### src/rtl/eprisc_serial_bridge.sv
`default_nettype none
// ============================================================================
// Module   : eprisc_serial_bridge
// Purpose  : RS232 (8N1) debug bridge that issues single read/write cycles on
//            the epRISC I/O bus. Optional macro SB_TIMEOUT_EN adds an
//            inter-byte timeout.
// Revision : 1.0 - initial release
// ============================================================================
module eprisc_serial_bridge #(
    parameter int CLKS_PER_BIT = 16,
    parameter int ADDR_W       = 8,
    parameter int TIMEOUT_BITS = 40
) (
    input  logic              iClk,
    input  logic              iRst,
    input  logic              iRX,
    output logic              oTX,
    output logic [ADDR_W-1:0] oAddr,
    output logic [15:0]       oData,
    input  logic [15:0]       iData,
    output logic              oWrite,
    output logic              oEnable,
    output logic              oBusy,
    output logic              oFrameErr
);

    localparam logic [15:0] BIT_RELOAD  = 16'(CLKS_PER_BIT - 1);
    localparam logic [15:0] HALF_RELOAD = 16'(CLKS_PER_BIT / 2 - 1);
    localparam logic [7:0]  CMD_WRITE   = 8'h57;
    localparam logic [7:0]  CMD_READ    = 8'h52;
    localparam logic [7:0]  REPLY_ACK   = 8'h06;
    localparam logic [7:0]  REPLY_NAK   = 8'h15;

    // ---------------------------------------------------------------- RX
    logic rx_meta, rx_sync;
    always_ff @(posedge iClk) begin
        if (iRst) begin
            rx_meta <= 1'b1;
            rx_sync <= 1'b1;
        end else begin
            rx_meta <= iRX;
            rx_sync <= rx_meta;
        end
    end

    typedef enum logic [2:0] {R_IDLE, R_START, R_DATA, R_STOP, R_WAIT_HI} rx_state_t;
    rx_state_t   rx_state, rx_next;
    logic [15:0] rx_timer;
    logic [2:0]  rx_bit;
    logic [7:0]  rx_byte;
    logic        rx_tick, byte_valid, frame_err;

    assign rx_tick = (rx_timer == 16'd0);

    always_comb begin
        rx_next    = rx_state;
        byte_valid = 1'b0;
        frame_err  = 1'b0;
        case (rx_state)
            R_IDLE:    if (!rx_sync) rx_next = R_START;
            R_START:   if (rx_tick) rx_next = rx_sync ? R_IDLE : R_DATA;
            R_DATA:    if (rx_tick && rx_bit == 3'd7) rx_next = R_STOP;
            R_STOP: begin
                if (rx_tick) begin
                    if (rx_sync) begin
                        byte_valid = 1'b1;
                        rx_next    = R_IDLE;
                    end else begin
                        frame_err  = 1'b1;
                        rx_next    = R_WAIT_HI;
                    end
                end
            end
            R_WAIT_HI: if (rx_sync) rx_next = R_IDLE;
            default:   rx_next = R_IDLE;
        endcase
    end

    always_ff @(posedge iClk) begin
        if (iRst) begin
            rx_state <= R_IDLE;
            rx_timer <= 16'd0;
            rx_bit   <= 3'd0;
            rx_byte  <= 8'h00;
        end else begin
            rx_state <= rx_next;
            // Idle preloads the half-bit delay so the start bit is checked mid-bit.
            if (rx_state == R_IDLE)
                rx_timer <= HALF_RELOAD;
            else if (rx_tick)
                rx_timer <= BIT_RELOAD;
            else
                rx_timer <= rx_timer - 16'd1;
            if (rx_state == R_START)
                rx_bit <= 3'd0;
            if (rx_state == R_DATA && rx_tick) begin
                rx_byte <= {rx_sync, rx_byte[7:1]};
                rx_bit  <= rx_bit + 3'd1;
            end
        end
    end

    assign oFrameErr = frame_err;

    // ---------------------------------------------------------------- TX
    logic        tx_load, tx_ready, tx_busy;
    logic [7:0]  tx_byte;
    logic [9:0]  tx_shift;
    logic [3:0]  tx_bit;
    logic [15:0] tx_timer;

    // Ready on the last cycle of a stop bit too, so replies go out back-to-back.
    assign tx_ready = !tx_busy || (tx_timer == 16'd0 && tx_bit == 4'd9);
    assign oTX      = tx_busy ? tx_shift[0] : 1'b1;

    always_ff @(posedge iClk) begin
        if (iRst) begin
            tx_busy  <= 1'b0;
            tx_shift <= 10'h3FF;
            tx_bit   <= 4'd0;
            tx_timer <= 16'd0;
        end else if (tx_load && tx_ready) begin
            tx_busy  <= 1'b1;
            tx_shift <= {1'b1, tx_byte, 1'b0};
            tx_bit   <= 4'd0;
            tx_timer <= BIT_RELOAD;
        end else if (tx_busy) begin
            if (tx_timer == 16'd0) begin
                tx_timer <= BIT_RELOAD;
                if (tx_bit == 4'd9) begin
                    tx_busy <= 1'b0;
                end else begin
                    tx_bit   <= tx_bit + 4'd1;
                    tx_shift <= {1'b1, tx_shift[9:1]};
                end
            end else begin
                tx_timer <= tx_timer - 16'd1;
            end
        end
    end

    // ------------------------------------------------------------ parser
    typedef enum logic [2:0] {P_CMD, P_ADDR, P_DHI, P_DLO, P_BUS, P_RESP} p_state_t;
    p_state_t          p_state, p_next;
    logic              is_write, lo_pending, timeout_hit;
    logic [ADDR_W-1:0] addr_q;
    logic [7:0]        dhi, lo_byte;

`ifdef SB_TIMEOUT_EN
    localparam logic [31:0] TIMEOUT_LAST = 32'(TIMEOUT_BITS * CLKS_PER_BIT - 1);
    logic [31:0] to_count;
    logic        in_wait;

    assign in_wait     = (p_state == P_ADDR) || (p_state == P_DHI) || (p_state == P_DLO);
    assign timeout_hit = in_wait && (to_count == TIMEOUT_LAST);

    always_ff @(posedge iClk) begin
        if (iRst || byte_valid || !in_wait)
            to_count <= 32'd0;
        else
            to_count <= to_count + 32'd1;
    end
`else
    // TIMEOUT_BITS only matters when the timer is built.
    assign timeout_hit = 1'b0 && (TIMEOUT_BITS > 0);
`endif

    always_comb begin
        p_next  = p_state;
        tx_load = 1'b0;
        tx_byte = 8'h00;
        case (p_state)
            P_CMD: begin
                if (byte_valid) begin
                    if (rx_byte == CMD_WRITE || rx_byte == CMD_READ) begin
                        p_next = P_ADDR;
                    end else begin
                        tx_load = 1'b1;
                        tx_byte = REPLY_NAK;
                        p_next  = P_RESP;
                    end
                end
            end
            P_ADDR: begin
                if (frame_err)       p_next = P_CMD;
                else if (byte_valid) p_next = is_write ? P_DHI : P_BUS;
                else if (timeout_hit) p_next = P_CMD;
            end
            P_DHI: begin
                if (frame_err)       p_next = P_CMD;
                else if (byte_valid) p_next = P_DLO;
                else if (timeout_hit) p_next = P_CMD;
            end
            P_DLO: begin
                if (frame_err)       p_next = P_CMD;
                else if (byte_valid) p_next = P_BUS;
                else if (timeout_hit) p_next = P_CMD;
            end
            P_BUS: begin
                tx_load = 1'b1;
                tx_byte = is_write ? REPLY_ACK : iData[15:8];
                p_next  = P_RESP;
            end
            P_RESP: begin
                if (lo_pending) begin
                    tx_load = 1'b1;
                    tx_byte = lo_byte;
                end else if (!tx_busy) begin
                    p_next = P_CMD;
                end
            end
            default: p_next = P_CMD;
        endcase
    end

    always_ff @(posedge iClk) begin
        if (iRst) begin
            p_state    <= P_CMD;
            is_write   <= 1'b0;
            addr_q     <= '0;
            dhi        <= 8'h00;
            lo_byte    <= 8'h00;
            lo_pending <= 1'b0;
            oAddr      <= '0;
            oData      <= 16'h0000;
        end else begin
            p_state <= p_next;
            if (p_state == P_CMD && byte_valid)
                is_write <= (rx_byte == CMD_WRITE);
            if (p_state == P_ADDR && byte_valid)
                addr_q <= rx_byte[ADDR_W-1:0];
            if (p_state == P_DHI && byte_valid)
                dhi <= rx_byte;
            if (p_next == P_BUS) begin
                oAddr <= (p_state == P_ADDR) ? rx_byte[ADDR_W-1:0] : addr_q;
                if (p_state == P_DLO)
                    oData <= {dhi, rx_byte};
            end
            if (p_state == P_BUS) begin
                lo_byte    <= iData[7:0];
                lo_pending <= !is_write;
            end else if (p_state == P_RESP && lo_pending && tx_ready) begin
                lo_pending <= 1'b0;
            end
        end
    end

    assign oEnable = (p_state == P_BUS);
    assign oWrite  = (p_state == P_BUS) && is_write;
    assign oBusy   = (p_state != P_CMD);

endmodule
`default_nettype wire

### config.mk
export PLATFORM = sky130hd
export DESIGN_NAME = eprisc_serial_bridge
export DESIGN_NICKNAME = d
export VERILOG_FILES = /design/src/rtl/eprisc_serial_bridge.sv
export SDC_FILE = /design/constraint.sdc
export NUM_CORES = 1
export LEC_CHECK = 0
export CORE_ASPECT_RATIO = 1.75
export CORE_MARGIN = 2
export CORE_UTILIZATION = 50
export DETAILED_ROUTE_END_ITERATION = 10
export GPL_ROUTABILITY_DRIVEN = 0
export GPL_TIMING_DRIVEN = 1
export PLACE_DENSITY = 0.74
export SLEW_MARGIN = 25
export SYNTH_ARGS = -nofsm -noshare
export SYNTH_HDL_FRONTEND = slang
export SYNTH_SLANG_ARGS = --single-unit
### constraint.sdc
create_clock -name iClk -period 3.2 [get_ports iClk]
set_clock_uncertainty 0.15 [all_clocks]
set_input_delay 0.48 -clock iClk [delete_from_list [all_inputs] [get_ports iClk]]
set_output_delay 0.48 -clock iClk [all_outputs]
set_load 0.05 [all_outputs]
### Word-level counts from Yosys, hierarchy flattened

Cells that the tools add are included.

* equality and inequality tests: 20
* reduce and logical (&&, ||, !) cells: 30
* bitwise gates (word level): 1
* add/sub/neg operators: 4
* muxes and demuxes: 54

Operators with widths (number)
* $mux 3: 20
* $mux 9: 4
* $logic_not 16->1: 2
* $sub 16x1->16 const B: 2
* $mux 8: 3
* $pmux 8 s3: 1
* $pmux 3 s6: 1
* $eq 8x7->1 const B: 2
* $mux 1: 16
* $mux 16: 1
* $eq 3x3->1 const B: 5
* $pmux 3 s5: 1
* $eq 3x2->1 const B: 4
* $mux 4: 3
* $logic_and 1x1->1: 10
* $mux 5: 2
* $ne 2x2->1 const B: 5
* $reduce_bool 2->1: 4
* $eq 3x1->1 const B: 2
* $logic_not 3->1: 2
* $reduce_and 3->1: 2
* $reduce_and 5->1: 1
* $add 4x1->4 const B: 1
* $eq 4x4->1 const B: 1
* other kinds (11): 14

* word-level logic and storage cells: 130
* bits of input ports: 19
* bits in registers: 115

### Depth between registers and ports, before layout

Gate-level depths: netlist of the first run.

* depth after elaboration: 8
* depth in mapped cells: 10

### Worst setup path after synthesis of the first run

No wires, ideal clock.

* path kind: flip-flop to output port
* start: reg rx_timer[6]
* end: out oFrameErr
* arrival time: 2308 ps
* stages on the path, launching flop included: 5
* path slack: 262 ps
* required time: 2570 ps
* cells stage by stage: dfxtp_1 -> nor4_1 -> and4_1 -> nand2_1 -> nor3_1

* word-level cells in the longest chain between the ends: 3

Ends and longest elaborated chain
* from (decl): line 48 `logic [15:0] rx_timer;`
* from (signal assigned): line 93 `rx_timer <= rx_timer - 16'd1;`
* $logic_not 16->1: line 53 `assign rx_tick = (rx_timer == 16'd0);`
* $mux 1: line 64 `if (rx_tick) begin`
* $mux 1: line 59 `case (rx_state)`
* to (decl): line 24 `output logic oFrameErr`

Every way passes these cells.

### Final worst setup path of the first run

Ends and elaborated chain as after synthesis.

==> results of run 1 <==
-- critical path, stage by stage, from the launching register on --
cell and delay, ns:
dfxtp_1 0.33, nor4_1 0.63, and4_1 0.37, nand2_1 0.07
nor3_1 0.32, buf_4 0.27
-- layout make-up --
type                            instances  area, um^2  area share
Inverter                               14       52.55    0.008478
Clock buffer                           22       474.2     0.07650
Tap cell                              125       156.4     0.02523
Multi-Input combinational cell        438        2575      0.4154
Clock inverter                         10       130.1     0.02099
Sequential cell                       115        2302      0.3714
Timing Repair Buffer                   53       508.0     0.08195
-- synth_stat cells, types with 2 or more instances --
| library cell | count | area (um^2) |
|---|---|---|
| dfxtp_1 | 115 | 2302 |
| nand2_1 | 101 | 379.1 |
| nor2_1 | 78 | 292.8 |
| a21oi_1 | 54 | 270.3 |
| clkbuf_1 | 24 | 90.09 |
| mux2i_1 | 22 | 220.2 |
| nor3_1 | 22 | 110.1 |
| xnor2_1 | 19 | 166.4 |
| inv_1 | 14 | 52.55 |
| o21ai_0 | 11 | 55.05 |
| xor2_1 | 11 | 96.34 |
| nand3_1 | 10 | 50.05 |
| mux2_2 | 9 | 101.4 |
| a211oi_1 | 8 | 60.06 |
| nand2b_1 | 7 | 43.79 |
| buf_2 | 6 | 30.03 |
| ha_1 | 6 | 75.07 |
| nor4_1 | 6 | 37.54 |
| and3_1 | 5 | 31.28 |
| a221oi_1 | 4 | 35.03 |
| nand4_1 | 4 | 25.02 |
| nor2b_1 | 4 | 25.02 |
| o211ai_1 | 4 | 30.03 |
| o31ai_1 | 4 | 30.03 |
| and4_1 | 3 | 26.28 |
| buf_4 | 3 | 22.52 |
| nor3b_1 | 3 | 22.52 |
| or2_2 | 3 | 18.77 |
| or4_1 | 3 | 22.52 |
| a31oi_1 | 2 | 12.51 |
| buf_6 | 2 | 22.52 |
| nand3b_1 | 2 | 15.01 |
| nand4_2 | 2 | 25.02 |
| nand4b_1 | 2 | 17.52 |
| nor4_4 | 2 | 42.54 |
| o21ai_1 | 2 | 10.01 |
| o21bai_1 | 2 | 15.01 |
| o31a_1 | 2 | 17.52 |
| or3_1 | 2 | 12.51 |
-- state kept, by name, indices dropped and copies added (netlist names) --
register / count
dhi: 8
lo_byte: 8
tx_bit: 4
tx_timer: 16
lo_pending: 1
tx_shift: 9
is_write: 1
oAddr: 8
rx_state: 3
rx_sync: 1
addr_q: 8
rx_meta: 1
rx_timer: 16
oData: 16
p_state: 3
rx_bit: 3
rx_byte: 8
tx_busy: 1
-- cells by family (layout without fill, tap and decap cells) --
kind of cell / after synthesis / after routing / share of synthesized area
multiplexers: 31 / 31 / 0.06311
XOR/XNOR: 30 / 30 / 0.05157
AO/OA/AOI/OAI: 102 / 102 / 0.1208
flip-flops: 115 / 115 / 0.4519
buffers and inverters: 49 / 99 / 0.04273
AND/OR/NAND/NOR: 269 / 269 / 0.2552
adder cells (fa/ha/maj): 6 / 6 / 0.01473
-- routing by layer --
| layer | track usage | up-vias | routed length [um] |
|---|---|---|---|
| li1 | - | 2141 | - |
| met1 | 0.2363 | 2037 | 4610 |
| met2 | 0.4093 | 75 | 6419 |
| met3 | 0.06029 | 20 | 336 |
| met4 | 0.08098 | 0 | 225 |
| met5 | 0 | - | 0 |
-- through the flow --
step,worst slack (ns),std cells,hold WS [ns]
after floorplan,0.2617,602,0.2395
after global placement,0.6378,745,0.2539
after detailed placement,0.5346,745,0.2507
after CTS,0.1524,777,0.2632
after global routing,0.05846,777,0.2961
final,0.1609,777,0.2572
-- how the worst max path moves through the flow --
stage	start	to	cells after the start
after CTS	p_state[2]	oWrite	5
after floorplan	rx_timer[6]	oFrameErr	4
after global routing	p_state[2]	oWrite	5
after detailed placement	rx_timer[0]	oAddr[3]	7
after global placement	p_state[2]	oWrite	5
final	rx_timer[6]	oFrameErr	5
-- power by group --
| part | switching, W | internal (W) | total [W] |
|---|---|---|---|
| registers | 0.0000103 | 0.00144 | 0.00145 |
| clock network | 0.000645 | 0.00128 | 0.00192 |
| logic | 0.0000652 | 0.0000488 | 0.000114 |
==> impl_metrics.toml, run 1 <==
[run_status]
outcome = "finished clean"

[clock_network]
cts-buffers-inserted = 17
cts_setup_buffers = 0
clock_tree.htree_level_count = 4
post_cts_resize_count = 0
clk-insertion-delay-late_ns = 0.41
clock_slew_at_reported_path_ffs_ns = 0.05
post_cts_hold_buffer_count = 0
clock_path_buffers = 2
cts.sinks = 115
cts_tree = "done"
cts-root-buf = "clkbuf_16"

[floorplanning]
boundaryPins = 48
die_width_um = 80.31
fp-row-count = 48
floorplan.initialDensity = 0.5141
core-area_um2 = 9910
dieArea_um2 = 11040
die_y_um = 137.5

[sta]
setup_viol_count_final = 0
timing.setup.tns_ns = 0
finalWorstPathRequiredPeriod_ns = 3.039
finalHoldViolCount = 0
tightest_slew_ns = 0.8916
max_fclk_mhz = 329.0
slew-limit-headroom = 0.4056
timing.final.crit_share = 0.9497
max_slew_violation_total_from_the_final_report = 0
grt_setup_unrepaired = "false"

[worst_setup_path]
critical_path.endpoint_type = "output pin"
timing.critical_path.required_ns = 2.57
r2r-end = "oAddr[3]"
crit_path_max_fanout = 5
critical_path_class = "flop to output pin"
rr_startpoint = "rx_timer[0]"
worst_ep_arrival_time_ns = 2.41
reg2reg_setup_slack_ns = 0.52
worstRegToRegCells = 7
start_kind = "flop"

[synth]
postSynthAreaPerCell_um2 = 8.463
yosys_warnings = 0
netlist-cell-type-count = 58
mappedNetlistArea_um2 = 5095
synth_seq_area_share = 0.4519
post_syn_instances = 602
synth-async-reset-ratio = 0
ys.flop_type = "dfxtp_1"
synth_fp_nets = 627
synth-edff-count = 0
synth.ff_latch_count = 115

[hold_path]
holdPathStages = 1
hold-path-endpoint = "rx_sync"
hold_path.class = "flop to flop"
min-delay-start = "rx_meta"

[grt]
grt_start_max_net_pins = 90
first_global_vias = 4222
gr-total-overflow = 0
track_usage = 0.2217
grt_first_pass_wirelength_mm = 19.27
antenna_found_initial = 0

[power_and_ir_drop]
power.density_nw_per_um2 = 562.6
max-vdd-ir-drop_mv = 0.4114
leakagePower_nw = 2.391
report.power.total_w = 0.003488

[detailed_routing]
detail_route.drc_violations = 0
route.vias.total = 4273
drt.antenna.violating_nets = 0
totalWireLength_mm = 11.59
drtPass1Iterations = 5
dr.first_iter.drc_count = 197
post_drt_via_cell_ratio = 5.499
post_drt_wl_per_cell_um = 14.92

[run]
max-cap-violations = 0

[final_layout]
area_delta_synth_final_pct = 21.66
layout.cell_area.non_filler_um2 = 6198
post-route-util = 0.6255
most-common-layout-cells = "dfxtp_1 (115), nand2_1 (101), nor2_1 (78), a21oi_1 (54), clkdlybuf4s50_1 (45)"
fin_nets = 664
fillers = 850
drive_gt1_frac = 0.09356
n_antenna_cell = 0
final_common_cell = "dfxtp_1"

[placed_design]
dpl.hpwl_mm = 8.020
postPlaceCellArea_um2 = 5594
port-buffer-count = 47
Power figures use the tool's default switching activity.
==> run 2: changes to the inputs <==
CORE_ASPECT_RATIO = 0.6   (was 1.75)
CORE_UTILIZATION = 30   (was 50)
PLACE_DENSITY = 0.5   (was 0.74)
SLEW_MARGIN = 0   (was 25)
==> impl_metrics.toml, run 2 (same netlist as run 1, synthesis figures left out) <==
[run_status]
outcome = "finished clean"

[clock_network]
clock_path_buffers = 2
post_cts_resize_count = 0
post_cts_hold_buffer_count = 0
clock_tree.htree_level_count = 4
cts-root-buf = "clkbuf_16"
cts_setup_buffers = 0
cts.sinks = 115
clock_slew_at_reported_path_ffs_ns = 0.05
cts_tree = "done"
cts-buffers-inserted = 17
clk-insertion-delay-late_ns = 0.41

[worst_setup_path]
timing.critical_path.required_ns = 2.57
reg2reg_setup_slack_ns = 0.55
crit_chain = "nor2b_1 -> nand2b_1 -> inv_1 -> clkdlybuf4s50_1"
worstRegToRegCells = 7
timing.critical_path.slowest_cell_delay_ns = 0.81
critPathSlowestCell = "clkdlybuf4s50_1"
critical_path_class = "flop to output pin"
crit_path_max_fanout = 10
start_kind = "flop"
worst_ep_arrival_time_ns = 2.38
critical_path.endpoint_type = "output pin"

[final_layout]
final_common_cell = "dfxtp_1"
area_delta_synth_final_pct = 25.00
most-common-layout-cells = "dfxtp_1 (115), nand2_1 (101), nor2_1 (78), a21oi_1 (54), clkdlybuf4s50_1 (44)"
drive_gt1_frac = 0.1023
n_antenna_cell = 0
fin_nets = 667
fillers = 1661
largest_registers = "oData (16), rx_timer (16), tx_timer (16)"

[grt]
gr-total-overflow = 0
track_usage = 0.1476
antenna_found_initial = 0
first_global_vias = 4042
grt_start_max_net_pins = 90
grt_first_pass_wirelength_mm = 20.84

[sta]
max_fclk_mhz = 332.2
max_slew_violation_total_from_the_final_report = 0
setup_viol_count_final = 0
finalHoldViolCount = 0
slew-limit-headroom = 0.3791
timing.setup.tns_ns = 0
timing.final.crit_share = 0.9407
tightest_slew_ns = 0.9314
grt_setup_unrepaired = "false"
finalWorstPathRequiredPeriod_ns = 3.010

[detailed_routing]
detail_route.drc_violations = 0
drtPass1Iterations = 4
totalWireLength_mm = 12.60
route.vias.total = 4199
post_drt_wl_per_cell_um = 14.27
dr.first_iter.drc_count = 266
drt.antenna.violating_nets = 0
post_drt_via_cell_ratio = 4.755

[placed_design]
dpl.hpwl_mm = 8.595
port-buffer-count = 47

[floorplanning]
dieArea_um2 = 18080
die_y_um = 104.9
fp-row-count = 36
core-area_um2 = 16440
boundaryPins = 48
die_width_um = 172.2
floorplan.initialDensity = 0.3099

[hold_path]
hold_path.class = "flop to flop"
holdPathStages = 1

[run]
max-cap-violations = 0

[power_and_ir_drop]
report.power.total_w = 0.003576
power.density_nw_per_um2 = 561.5
max-vdd-ir-drop_mv = 0.3712
leakagePower_nw = 2.407
run 2: per-layer routing:
metal | wire [um] | GRT usage
met1 | 6676 | 0.2152
met2 | 5267 | 0.2114
met3 | 555 | 0.04015
met4 | 97 | 0.04142
met5 | 0 | 0
run 2: metrics by stage:
| stage | util | hold slack, ns | cells | worst slack [ns] | area, um^2 |
|---|---|---|---|---|---|
| 2_1_floorplan | - | 0.2395 | 602 | 0.2617 | 5095 |
| 3_3_place_gp | 0.3493 | 0.2553 | 851 | 0.6226 | 5743 |
| 3_5_place_dp | 0.3493 | 0.2528 | 851 | 0.5619 | 5743 |
| 4_1_cts | 0.3874 | 0.2688 | 883 | 0.1587 | 6369 |
| 5_1_grt | 0.3874 | 0.2725 | 883 | 0.03133 | 6369 |
| 6_report | 0.3874 | 0.2672 | 883 | 0.1899 | 6369 |
run 2: area by class of cell:
| type | instances | area, um^2 | share of cell area |
|---|---|---|---|
| multi-input cells | 438 | 2575 | 0.4043 |
| clock inverters | 13 | 172.7 | 0.02711 |
| flip-flops and latches | 115 | 2302 | 0.3615 |
| repair buffers | 56 | 528.0 | 0.08291 |
| well taps | 228 | 285.3 | 0.04479 |
| inverters | 14 | 52.55 | 0.008251 |
| clock buffers | 19 | 452.9 | 0.07112 |
run 2: final timing paths:
kind / end / from
max: oEnable / p_state[2]
min: rx_sync / rx_meta
max reg2reg: oAddr[1] / rx_timer[0]
min reg2reg: rx_sync / rx_meta
run 2: worst max-delay path, delay by kind of cell, from the launching register on:
kind,cells,cell delay [ns]
buf+inv,2,0.96
flops,1,0.45
simple gates,2,0.55
run 2: where the power goes:
| group | leakage (nW) | total [W] | switching (W) | internal (W) |
|---|---|---|---|---|
| clock | 0.293 | 0.00201 | 0.000732 | 0.00128 |
| sequential | 0.928 | 0.00145 | 0.0000104 | 0.00144 |
| combinational | 1.19 | 0.000115 | 0.0000657 | 0.0000494 |
| total | 2.41 | 0.00358 | 0.000808 | 0.00277 |
